File: src/rtl/mem_stage_pkg.sv
// Shared widths and state encoding for the memory-access pipeline stage.
package mem_stage_pkg;

  localparam int DMEM_DATA_WIDTH = 8;
  localparam int DMEM_ADDR_WIDTH = 8;

  typedef enum logic {
    MEMSTG_IDLE   = 1'b0,
    MEMSTG_ACCESS = 1'b1
  } memstg_state_e;

  function automatic logic is_mem_op(input logic mem_read, input logic mem_write);
    return mem_read | mem_write;
  endfunction

endpackage

File: src/rtl/mem_stage_if.sv
// Data-memory req/ack port; the stage is master, the memory is slave.
interface mem_stage_if
  import mem_stage_pkg::*;
#(
  parameter int DATA_WIDTH = DMEM_DATA_WIDTH,
  parameter int ADDR_WIDTH = DMEM_ADDR_WIDTH
);

  logic                  req;
  logic                  we;
  logic [ADDR_WIDTH-1:0] addr;
  logic [DATA_WIDTH-1:0] wdata;
  logic                  ack;
  logic [DATA_WIDTH-1:0] rdata;

  modport master (output req, we, addr, wdata, input ack, rdata);
  modport slave  (input req, we, addr, wdata, output ack, rdata);

endinterface

File: src/rtl/mem_timeout_counter.sv
// Up-counter of unacknowledged request cycles; expired flags the cycle whose
// increment would reach TIMEOUT.
module mem_timeout_counter #(
  parameter int TIMEOUT = 255,
  localparam int CNT_W  = $clog2(TIMEOUT + 1)
) (
  input  logic             clk,
  input  logic             rst_n,
  input  logic             clear,
  input  logic             enable,
  output logic [CNT_W-1:0] count,
  output logic             expired
);

  always_ff @(posedge clk or negedge rst_n) begin
    if (!rst_n)      count <= '0;
    else if (clear)  count <= '0;
    else if (enable) count <= count + CNT_W'(1);
  end

  assign expired = enable && (count == CNT_W'(TIMEOUT - 1));

endmodule

File: src/rtl/mem_stage.sv
// Memory-access stage: latches one instruction from execute, runs a dmem
// req/ack transaction for loads/stores, then pulses results to write-back.
//
// state   | meaning
// IDLE    | ready for an instruction; ALU-only ops complete from here
// ACCESS  | dmem_req held high until ack or timeout
module mem_stage
  import mem_stage_pkg::*;
#(
  parameter int DATA_WIDTH    = DMEM_DATA_WIDTH,
  parameter int ADDR_WIDTH    = DMEM_ADDR_WIDTH,
  parameter int REG_IDX_WIDTH = 3,
  parameter int TIMEOUT       = 255
) (
  input  logic                     clk,
  input  logic                     rst_n,
  input  logic                     in_valid,
  output logic                     in_ready,
  input  logic [DATA_WIDTH-1:0]    in_alu_z,
  input  logic [DATA_WIDTH-1:0]    in_store_data,
  input  logic                     in_mem_read,
  input  logic                     in_mem_write,
  input  logic                     in_reg_write,
  input  logic [REG_IDX_WIDTH-1:0] in_d_idx,
  mem_stage_if.master              dmem,
  output logic                     wb_valid,
  output logic [DATA_WIDTH-1:0]    wb_alu_z,
  output logic [DATA_WIDTH-1:0]    wb_mem_value,
  output logic                     wb_mem_read,
  output logic                     wb_reg_write,
  output logic [REG_IDX_WIDTH-1:0] wb_d_idx,
  output logic                     bus_error
);

  localparam int CNT_W = $clog2(TIMEOUT + 1);

  memstg_state_e state, state_nxt;

  logic                     accept, mem_op, done_ack, done_to;
  logic                     to_enable, to_expired;
  logic [CNT_W-1:0]         unused_to_count;
  logic [DATA_WIDTH-1:0]    lat_alu_z;
  logic [DATA_WIDTH-1:0]    lat_wdata;
  logic [ADDR_WIDTH-1:0]    lat_addr;
  logic                     lat_we, lat_mem_read, lat_reg_write;
  logic [REG_IDX_WIDTH-1:0] lat_d_idx;

  assign in_ready  = (state == MEMSTG_IDLE);
  assign accept    = in_valid && in_ready;
  assign mem_op    = is_mem_op(in_mem_read, in_mem_write);
  assign to_enable = (state == MEMSTG_ACCESS) && !dmem.ack;

  mem_timeout_counter #(.TIMEOUT(TIMEOUT)) u_timeout (
    .clk     (clk),
    .rst_n   (rst_n),
    .clear   (accept && mem_op),
    .enable  (to_enable),
    .count   (unused_to_count),
    .expired (to_expired)
  );

  always_ff @(posedge clk or negedge rst_n) begin
    if (!rst_n) state <= MEMSTG_IDLE;
    else        state <= state_nxt;
  end

  always_comb begin
    state_nxt = state;
    done_ack  = 1'b0;
    done_to   = 1'b0;
    case (state)
      MEMSTG_IDLE: begin
        if (accept && mem_op) state_nxt = MEMSTG_ACCESS;
      end
      MEMSTG_ACCESS: begin
        // A same-cycle ack takes priority over the timeout.
        done_ack = dmem.ack;
        done_to  = to_expired;
        if (done_ack || done_to) state_nxt = MEMSTG_IDLE;
      end
      default: state_nxt = MEMSTG_IDLE;
    endcase
  end

  // Store wins when both memory flags are set.
  always_ff @(posedge clk or negedge rst_n) begin
    if (!rst_n) begin
      lat_alu_z     <= '0;
      lat_wdata     <= '0;
      lat_addr      <= '0;
      lat_we        <= 1'b0;
      lat_mem_read  <= 1'b0;
      lat_reg_write <= 1'b0;
      lat_d_idx     <= '0;
    end else if (accept) begin
      lat_alu_z     <= in_alu_z;
      lat_wdata     <= in_store_data;
      lat_addr      <= in_alu_z[ADDR_WIDTH-1:0];
      lat_we        <= in_mem_write;
      lat_mem_read  <= in_mem_read && !in_mem_write;
      lat_reg_write <= in_reg_write;
      lat_d_idx     <= in_d_idx;
    end
  end

  assign dmem.req   = (state == MEMSTG_ACCESS);
  assign dmem.we    = lat_we;
  assign dmem.addr  = lat_addr;
  assign dmem.wdata = lat_wdata;

  always_ff @(posedge clk or negedge rst_n) begin
    if (!rst_n) begin
      wb_valid     <= 1'b0;
      wb_alu_z     <= '0;
      wb_mem_value <= '0;
      wb_mem_read  <= 1'b0;
      wb_reg_write <= 1'b0;
      wb_d_idx     <= '0;
      bus_error    <= 1'b0;
    end else begin
      wb_valid <= 1'b0;
      if (accept && !mem_op) begin
        wb_valid     <= 1'b1;
        wb_alu_z     <= in_alu_z;
        wb_mem_read  <= 1'b0;
        wb_reg_write <= in_reg_write;
        wb_d_idx     <= in_d_idx;
      end else if (done_ack || done_to) begin
        wb_valid     <= 1'b1;
        wb_alu_z     <= lat_alu_z;
        wb_mem_read  <= lat_mem_read;
        wb_reg_write <= lat_reg_write;
        wb_d_idx     <= lat_d_idx;
        if (done_to) begin
          wb_mem_value <= '0;
          bus_error    <= 1'b1;
        end else if (lat_mem_read) begin
          wb_mem_value <= dmem.rdata;
        end
      end
    end
  end

endmodule

File: src/flat_wrapper.sv
// flat-port wrapper written by rule: the top's interface ports become plain ports
module mem_stage_flat import mem_stage_pkg::*;
#(
  parameter int DATA_WIDTH    = DMEM_DATA_WIDTH,
  parameter int ADDR_WIDTH    = DMEM_ADDR_WIDTH,
  parameter int REG_IDX_WIDTH = 3,
  parameter int TIMEOUT       = 255
)
  (clk, rst_n, in_valid, in_ready, in_alu_z, in_store_data, in_mem_read, in_mem_write, in_reg_write, in_d_idx, wb_valid, wb_alu_z, wb_mem_value, wb_mem_read, wb_reg_write, wb_d_idx, bus_error, dmem_req, dmem_we, dmem_addr, dmem_wdata, dmem_ack, dmem_rdata);
  mem_stage_if #(.DATA_WIDTH(DATA_WIDTH), .ADDR_WIDTH(ADDR_WIDTH)) dmem_i ();
  input  logic clk;
  input  logic rst_n;
  input  logic in_valid;
  output logic in_ready;
  input  logic [DATA_WIDTH-1:0] in_alu_z;
  input  logic [DATA_WIDTH-1:0] in_store_data;
  input  logic in_mem_read;
  input  logic in_mem_write;
  input  logic in_reg_write;
  input  logic [REG_IDX_WIDTH-1:0] in_d_idx;
  output logic wb_valid;
  output logic [DATA_WIDTH-1:0] wb_alu_z;
  output logic [DATA_WIDTH-1:0] wb_mem_value;
  output logic wb_mem_read;
  output logic wb_reg_write;
  output logic [REG_IDX_WIDTH-1:0] wb_d_idx;
  output logic bus_error;
  output wire logic [$bits(dmem_i.req)-1:0] dmem_req;
  output wire logic [$bits(dmem_i.we)-1:0] dmem_we;
  output wire logic [$bits(dmem_i.addr)-1:0] dmem_addr;
  output wire logic [$bits(dmem_i.wdata)-1:0] dmem_wdata;
  input wire logic [$bits(dmem_i.ack)-1:0] dmem_ack;
  input wire logic [$bits(dmem_i.rdata)-1:0] dmem_rdata;
  assign dmem_req = dmem_i.req;
  assign dmem_we = dmem_i.we;
  assign dmem_addr = dmem_i.addr;
  assign dmem_wdata = dmem_i.wdata;
  assign dmem_i.ack = dmem_ack;
  assign dmem_i.rdata = dmem_rdata;
  mem_stage #(.DATA_WIDTH(DATA_WIDTH), .ADDR_WIDTH(ADDR_WIDTH), .REG_IDX_WIDTH(REG_IDX_WIDTH), .TIMEOUT(TIMEOUT)) u_core (.clk(clk), .rst_n(rst_n), .in_valid(in_valid), .in_ready(in_ready), .in_alu_z(in_alu_z), .in_store_data(in_store_data), .in_mem_read(in_mem_read), .in_mem_write(in_mem_write), .in_reg_write(in_reg_write), .in_d_idx(in_d_idx), .dmem(dmem_i), .wb_valid(wb_valid), .wb_alu_z(wb_alu_z), .wb_mem_value(wb_mem_value), .wb_mem_read(wb_mem_read), .wb_reg_write(wb_reg_write), .wb_d_idx(wb_d_idx), .bus_error(bus_error));
endmodule
File: config.mk
export PLATFORM = sky130hd
export DESIGN_NAME = mem_stage_flat
export DESIGN_NICKNAME = d
export VERILOG_FILES = /design/src/rtl/mem_stage_pkg.sv /design/src/rtl/mem_stage_if.sv /design/src/rtl/mem_timeout_counter.sv /design/src/rtl/mem_stage.sv /design/src/flat_wrapper.sv
export SDC_FILE = /design/constraint.sdc
export NUM_CORES = 1
export LEC_CHECK = 0
export CAP_MARGIN = 5
export CELL_PAD_IN_SITES_DETAIL_PLACEMENT = 1
export CELL_PAD_IN_SITES_GLOBAL_PLACEMENT = 1
export CORE_ASPECT_RATIO = 0.75
export CORE_UTILIZATION = 28
export CTS_BUF_LIST = sky130_fd_sc_hd__clkbuf_4 sky130_fd_sc_hd__clkbuf_8
export CTS_CLUSTER_SIZE = 12
export DETAILED_ROUTE_END_ITERATION = 8
export MAX_ROUTING_LAYER = met4
export PLACE_DENSITY_LB_ADDON = 0.1
export SYNTH_ARGS = -nofsm -noshare
export SYNTH_HDL_FRONTEND = slang
export SYNTH_SLANG_ARGS = --single-unit
File: constraint.sdc
create_clock -name clk -period 4.97 [get_ports clk]
set_clock_uncertainty 0.1 [all_clocks]
set_input_delay 0.994 -clock clk [delete_from_list [all_inputs] [get_ports clk]]
set_output_delay 0.994 -clock clk [all_outputs]
set_load 0.05 [all_outputs]
==> impl_metrics.env, run 1 <==
export IMPL_outcome="complete, no violations"
export IMPL_ys_warn_count=0
export IMPL_power_frac_clock_pct=15.1
export IMPL_synth_ff_type="dfrtp_1"
export IMPL_synth_nets=235
export IMPL_first_pass_iters=4
export IMPL_via_count=1781
export IMPL_drtIter0Drc=51
export IMPL_cts_sinks=54
export IMPL_grt_pass1_wl_microns=10170
export IMPL_fmax_mhz=346.6
export IMPL_synth_area_sq_um=2471
export IMPL_power_frac_seq_pct=37.0
export IMPL_area_growth_pct=38.13
export IMPL_synth_area_leaders="dfrtp_1, mux2i_1, mux2_1, nand2_1, mux2_2"
export IMPL_synth_edf_count=0
export IMPL_cts_made_buffers=5
export IMPL_wire_per_inst_microns=15.48
export IMPL_ir_worst_vdd_v=0.0002269
export IMPL_clk_latency_ns=0.31
export IMPL_io_buffers=75
export IMPL_synth_top_area_share_pct=54.68
export IMPL_dieArea_sq_um=9209
export IMPL_syn_area_per_cell_sq_um=12.42
export IMPL_viasPerCell=4.626
export IMPL_synthesis_instances=199
export IMPL_hold_class="register to register"
export IMPL_synth_seq_cells=54
export IMPL_postCtsSetupBuffers=0
export IMPL_clk_pin_slew_ns=0.10
export IMPL_remaining_drc_errors=0
export IMPL_crit_arrival_ns=1.79
export IMPL_dp_hpwl_microns=4236
export IMPL_htreeDepth=2
export IMPL_hold_end="u_core.bus_error$_DFFE_PN0P_"
export IMPL_intPower_uw=973.7
export IMPL_regToRegSetupSlack_ns=2.98
export IMPL_hp_start="u_core.bus_error$_DFFE_PN0P_"
export IMPL_hold_viol_final=0
export IMPL_critPathLaunchType="register"
export IMPL_ios=76
export IMPL_yosysTopAreaCell="dfrtp_1"
export IMPL_cts_tree="yes"
export IMPL_timing_setup_tns_ns=0
export IMPL_relSlewSlack_pct=40.74
export IMPL_stdcell_area_sq_um=3413
export IMPL_cts_resized=0
export IMPL_critPathKind="register to output pin"
export IMPL_clock_path_buffers=2
export IMPL_critPathRequiredTime_ns=3.88
export IMPL_cellLeakagePower_uw=0.001551
export IMPL_cts_root_buf="clkbuf_8"
export IMPL_r2r_end="u_core.wb_mem_value[4]$_DFFE_PN0P_"
export IMPL_finalNetCount=312
export IMPL_period_needed_ns=2.885
export IMPL_yosysSeqAreaShare_pct=54.68
export IMPL_power_density_nw_per_um2=508.3
export IMPL_r2r_start="u_core.dmem.req$_DFF_PN0_"
export IMPL_slew_violations=0
export IMPL_setup_viol=0
export IMPL_rsz0062_at_grt="false"
export IMPL_power_frac_comb_pct=47.9
export IMPL_postRouteAntennaNets=0
export IMPL_core_rowCount=29
export IMPL_synth_async_reset_ratio_pct=100.0
export IMPL_fin_hold_ws_ns=0.3858
export IMPL_p_sw_share_pct=43.88
export IMPL_cp_max_fo=9
export IMPL_grt_use_total_pct=14.42
export IMPL_grt_max_degree=29
export IMPL_worst_pin_slew_ns=0.8816
export IMPL_routed_wl_microns=5960
export IMPL_n_antenna_cell=0
export IMPL_die_y_microns=83.36
export IMPL_antenna_found_initial=0
export IMPL_p_sw_uw=761.3
export IMPL_r2r_worst_path_cells=3
export IMPL_grt_remaining_overflow=0
export IMPL_coreArea_sq_um=8491
export IMPL_cp_end_kind="output pin"
export IMPL_total_power_uw=1735
export IMPL_period_share_pct=58.06
export IMPL_die_w_microns=110.5
export IMPL_holdBufCountCts=0
export IMPL_fin_cells=385
export IMPL_synthDistinctLibCells=31
export IMPL_maxCapViolations=0
export IMPL_initial_utilization_pct=29.10
export IMPL_hold_depth=1
export IMPL_grt_pass1_vias=2029
export IMPL_place_inst=377
export IMPL_gp_congestion=0.6720
export IMPL_layout_drive_gt1_share_pct=8.303
export IMPL_placed_cell_area_sq_um=3318
## worst max-delay path, stage by stage, from the launching register on
cell and delay [ns]:
dfrtp_1 0.50, inv_1 0.16, clkdlybuf4s50_1 0.83
## layer usage
layer,wire length (microns),GRT usage [%],share of wire (%)
met5,0,-,0
met4,74,4.000,1.2
met3,264,3.869,4.4
met2,2496,20.16,42
met1,3124,20.41,52
## cells by family after synthesis
logic type                 count (synthesis)  synth area share [%]
AOI/OAI and AO/OA                         22                 5.773
xor gates and xnor gates                   1                0.3545
adders and majority gates                  2                 1.012
buffers and inverters                     14                 3.342
DFF                                       54                 54.68
muxes                                     61                 25.77
and+or+nand+nor                           45                 9.063
## state kept, by name, indices dropped and copies added (netlist names)
name,cells
u_core.dmem.addr,8
u_core.lat_reg_write,1
u_core.dmem.we,1
u_core.lat_d_idx,3
u_core.wb_valid,1
u_core.wb_d_idx,3
u_core.wb_alu_z,8
u_core.wb_reg_write,1
u_core.lat_mem_read,1
u_core.dmem.wdata,8
u_core.u_timeout.count,8
u_core.dmem.req,1
u_core.bus_error,1
u_core.wb_mem_value,8
u_core.wb_mem_read,1
## power by group through the flow
| stage | Sequential (uW) | Clock, uW | Combinational (uW) |
|---|---|---|---|
| 2_1_floorplan | 1010 | 0 | 167 |
| 3_3_place_gp | 650 | 0 | 832 |
| 3_5_place_dp | 651 | 0 | 838 |
| 4_1_cts | 644 | 275 | 841 |
| 5_1_grt | 661 | 292 | 872 |
| 6_report | 642 | 263 | 831 |
## worst max path at each step
stage,from,endpoint,slack (ns),depth (start not counted)
floorplan,in_mem_write,u_core.wb_alu_z[0]$_DFFE_PN0P_,2.70,5
global placement,dmem_ack,u_core.wb_mem_value[3]$_DFFE_PN0P_,2.05,4
detailed placement,dmem_ack,u_core.wb_mem_value[4]$_DFFE_PN0P_,1.95,4
CTS,u_core.dmem.req$_DFF_PN0_,in_ready,2.06,2
global route,u_core.dmem.req$_DFF_PN0_,in_ready,1.98,2
finish,u_core.dmem.req$_DFF_PN0_,in_ready,2.08,2
## Yosys cell counts, types with 2 or more instances
cell,n
buf_6,3
inv_1,5
nand2b_1,4
dfrtp_1,54
nor3_1,3
mux2_1,14
buf_2,3
or3_1,2
clkbuf_1,2
ha_1,2
a21oi_1,2
o22ai_1,2
nand3_1,3
mux2i_1,40
nor2_1,3
o21ai_0,4
mux2_2,7
o21ai_1,10
nand2_1,24
## area by class of cell
class,count,area (sq um)
Clock buffer,7,90.09
Clock inverter,1,5.005
Fill cell,936,5077
Inverter,5,18.77
Multi-Input combinational cell,131,1037
Sequential cell,54,1351
Tap cell,108,135.1
Timing Repair Buffer,79,775.7
## cell usage in the layout, fill, tap and decap left out
cell / Yosys / routed
or4b_1: 1 / 1
a21oi_1: 2 / 2
mux2_2: 7 / 7
o21ai_1: 10 / 10
inv_1: 5 / 5
mux2i_1: 40 / 40
nand2b_1: 4 / 4
clkbuf_4: 0 / 1
clkinv_2: 0 / 1
nand3_1: 3 / 3
nand3b_1: 1 / 1
buf_2: 3 / 1
or3_1: 2 / 2
nor2_1: 3 / 3
o21bai_1: 1 / 1
ha_1: 2 / 2
nand2_1: 24 / 24
mux2_1: 14 / 14
a31oi_1: 1 / 1
or2_1: 1 / 1
o31a_1: 1 / 1
clkdlybuf4s50_1: 0 / 74
o22ai_1: 2 / 2
clkbuf_8: 0 / 6
xor2_1: 1 / 1
and3_1: 1 / 1
nand4_2: 1 / 1
nor4_2: 1 / 1
buf_4: 1 / 4
o21ai_0: 4 / 4
nor3_1: 3 / 3
dfrtp_1: 54 / 54
o41ai_4: 1 / 1
## through the flow
| stage | setup slack, ns | util, % |
|---|---|---|
| after global placement | 2.051 | 39.08 |
| after CTS | 2.059 | 40.20 |
| final | 2.085 | 40.20 |
| after detailed placement | 1.946 | 39.08 |
| after global routing | 1.984 | 40.20 |
| after floorplan | 2.705 | - |
Power figures use the tool's default switching activity.
==> inputs of run 2 (changes only) <==
==> constraint.sdc (replaced) <==
create_clock -name clk -period 2.6 [get_ports clk]
set_clock_uncertainty 0.1 [all_clocks]
set_input_delay 0.52 -clock clk [delete_from_list [all_inputs] [get_ports clk]]
set_output_delay 0.52 -clock clk [all_outputs]
set_load 0.05 [all_outputs]
==> impl_metrics.env, run 2 (same netlist as run 1, synthesis figures left out) <==
export IMPL_ir_worst_vdd_v=0.0003978
export IMPL_cellLeakagePower_uw=0.001582
export IMPL_worst_pin_slew_ns=0.5439
export IMPL_fin_ws_ns=0.3124
export IMPL_via_count=1771
export IMPL_critPathKind="register to output pin"
export IMPL_die_y_microns=83.36
export IMPL_crit_arrival_ns=1.67
export IMPL_grt_remaining_overflow=0
export IMPL_hold_class="primary input to asynchronous set/reset pin"
export IMPL_relSlewSlack_pct=63.63
export IMPL_critPathLaunchType="register"
export IMPL_viasPerCell=4.553
export IMPL_final_cell_mix="clkdlybuf4s50_1, dfrtp_1, mux2i_1"
export IMPL_critPathRequiredTime_ns=1.98
export IMPL_postRouteAntennaNets=0
export IMPL_holdBufCountCts=0
export IMPL_cts_tree="yes"
export IMPL_crit_path_cell_trace="inv_1 > clkdlybuf4s50_1"
export IMPL_final_common_cell="clkdlybuf4s50_1"
export IMPL_setup_viol=0
export IMPL_remaining_drc_errors=0
export IMPL_cp_slowest_stage_delay_ns=0.82
export IMPL_cp_end_kind="output pin"
export IMPL_period_share_pct=87.98
export IMPL_grt_pass1_vias=1941
export IMPL_clk_latency_ns=0.32
export IMPL_initial_utilization_pct=29.10
export IMPL_cts_made_buffers=5
export IMPL_timing_setup_tns_ns=0
export IMPL_slew_violations=0
export IMPL_area_growth_pct=40.41
export IMPL_clock_path_buffers=2
export IMPL_grt_use_total_pct=14.24
export IMPL_fmax_mhz=437.1
export IMPL_power_density_nw_per_um2=976.2
export IMPL_ios=76
export IMPL_grt_pass1_wl_microns=9963
export IMPL_die_w_microns=110.5
export IMPL_dp_slack_ns=0.2907
export IMPL_io_buffers=75
export IMPL_finalNetCount=316
export IMPL_outcome="complete, no violations"
export IMPL_wire_per_inst_microns=15.13
export IMPL_period_needed_ns=2.288
export IMPL_rsz0062_at_grt="false"
export IMPL_crit_slowest_cell="clkdlybuf4s50_1"
export IMPL_clk_pin_slew_ns=0.10
export IMPL_routed_wl_microns=5887
export IMPL_core_rowCount=29
export IMPL_dieArea_sq_um=9209
export IMPL_cts_sinks=54
export IMPL_postCtsSetupBuffers=0
export IMPL_first_pass_iters=4
export IMPL_hold_viol_final=0
export IMPL_num_fill_cells=936
export IMPL_drtIter0Drc=52
export IMPL_cts_root_buf="clkbuf_8"
export IMPL_maxCapViolations=0
export IMPL_antenna_found_initial=0
export IMPL_htreeDepth=2
export IMPL_cts_resized=0
export IMPL_cp_max_fo=3
export IMPL_grt_max_degree=36
export IMPL_dp_hpwl_microns=4307
export IMPL_layout_drive_gt1_share_pct=9.609
export IMPL_gp_congestion=0.6734
export IMPL_n_antenna_cell=0
export IMPL_coreArea_sq_um=8491
run 2: changes by cell type in the layout (fill, tap and decap cells not counted):
cell,delta
bufinv_16,+1
buf_4,+3
buf_12,+1
clkbuf_8,-1
clkinv_2,+1
clkbuf_4,-1
run 2: report_power, final:
part / total, uW / switching, uW / internal, uW
clock: 567 / 283 / 284
sequential: 1220 / 151 / 1070
combinational: 1600 / 1030 / 572
total: 3390 / 1460 / 1930
run 2: final cells by class:
| cell class | instances | area (sq um) | area share [%] |
|---|---|---|---|
| multi-input combinational | 131 | 1037 | 29.90 |
| tap | 108 | 135.1 | 3.895 |
| clock inverter | 3 | 40.04 | 1.154 |
| sequential | 54 | 1351 | 38.95 |
| clock buffer | 5 | 68.82 | 1.983 |
| inverter | 5 | 18.77 | 0.5409 |
| timing repair buffer | 83 | 818.3 | 23.58 |
run 2: layer usage:
layer / vias to the layer above / share of wire (%) / track usage (%)
met3: 8 / 6.5 / 5.182
met5: - / 0 / -
met2: 41 / 42 / 18.92
li1: 856 / - / -
met4: 0 / 1.3 / 4.364
met1: 866 / 50 / 19.93
run 2: worst paths after layout:
| kind | startpoint | to | slack [ns] | cells past startpoint |
|---|---|---|---|---|
| setup / recovery | u_core.dmem.req$_DFF_PN0_ | in_ready | 0.31 | 2 |
| hold / removal | rst_n | u_core.wb_mem_value[3]$_DFFE_PN0P_ | 0.05 | 1 |
| setup reg to reg | u_core.dmem.req$_DFF_PN0_ | u_core.wb_alu_z[2]$_DFFE_PN0P_ | 0.68 | 5 |
| hold reg to reg | u_core.bus_error$_DFFE_PN0P_ | u_core.bus_error$_DFFE_PN0P_ | 0.38 | 1 |
| max in group asynchronous | rst_n | u_core.dmem.addr[6]$_DFFE_PN0P_ | 1.78 | 2 |
| min in group clk | u_core.bus_error$_DFFE_PN0P_ | u_core.bus_error$_DFFE_PN0P_ | 0.38 | 1 |
run 2: per-stage QoR:
step	instance area [sq um]	power, uW	std cells	hold WS (ns)	utilization, %
2_1_floorplan	2471	2250	199	0.1244	-
3_3_place_gp	3361	2837	381	0.3512	39.58
4_1_cts	3470	3442	389	0.06633	40.86
3_5_place_dp	3361	2850	381	0.3648	39.58
5_1_grt	3470	3579	389	0.07540	40.86
6_report	3470	3387	389	0.05452	40.86
run 2: worst max-delay path: cells and delay by family (launching register included):
kind	cells	cell delay (ns)
buf+inv	2	0.94
flops	1	0.41
==> inputs of run 3 (changes only) <==
--- a/config.mk
+++ b/config.mk
@@ -15,6 +15,7 @@
 export DETAILED_ROUTE_END_ITERATION = 8
 export MAX_ROUTING_LAYER = met4
 export PLACE_DENSITY_LB_ADDON = 0.1
+export SETUP_SLACK_MARGIN = 0.15
 export SYNTH_ARGS = -nofsm -noshare
 export SYNTH_HDL_FRONTEND = slang
 export SYNTH_SLANG_ARGS = --single-unit
==> results of run 3 <==
Final layout, timing and power as in run 2 (identical DEF).
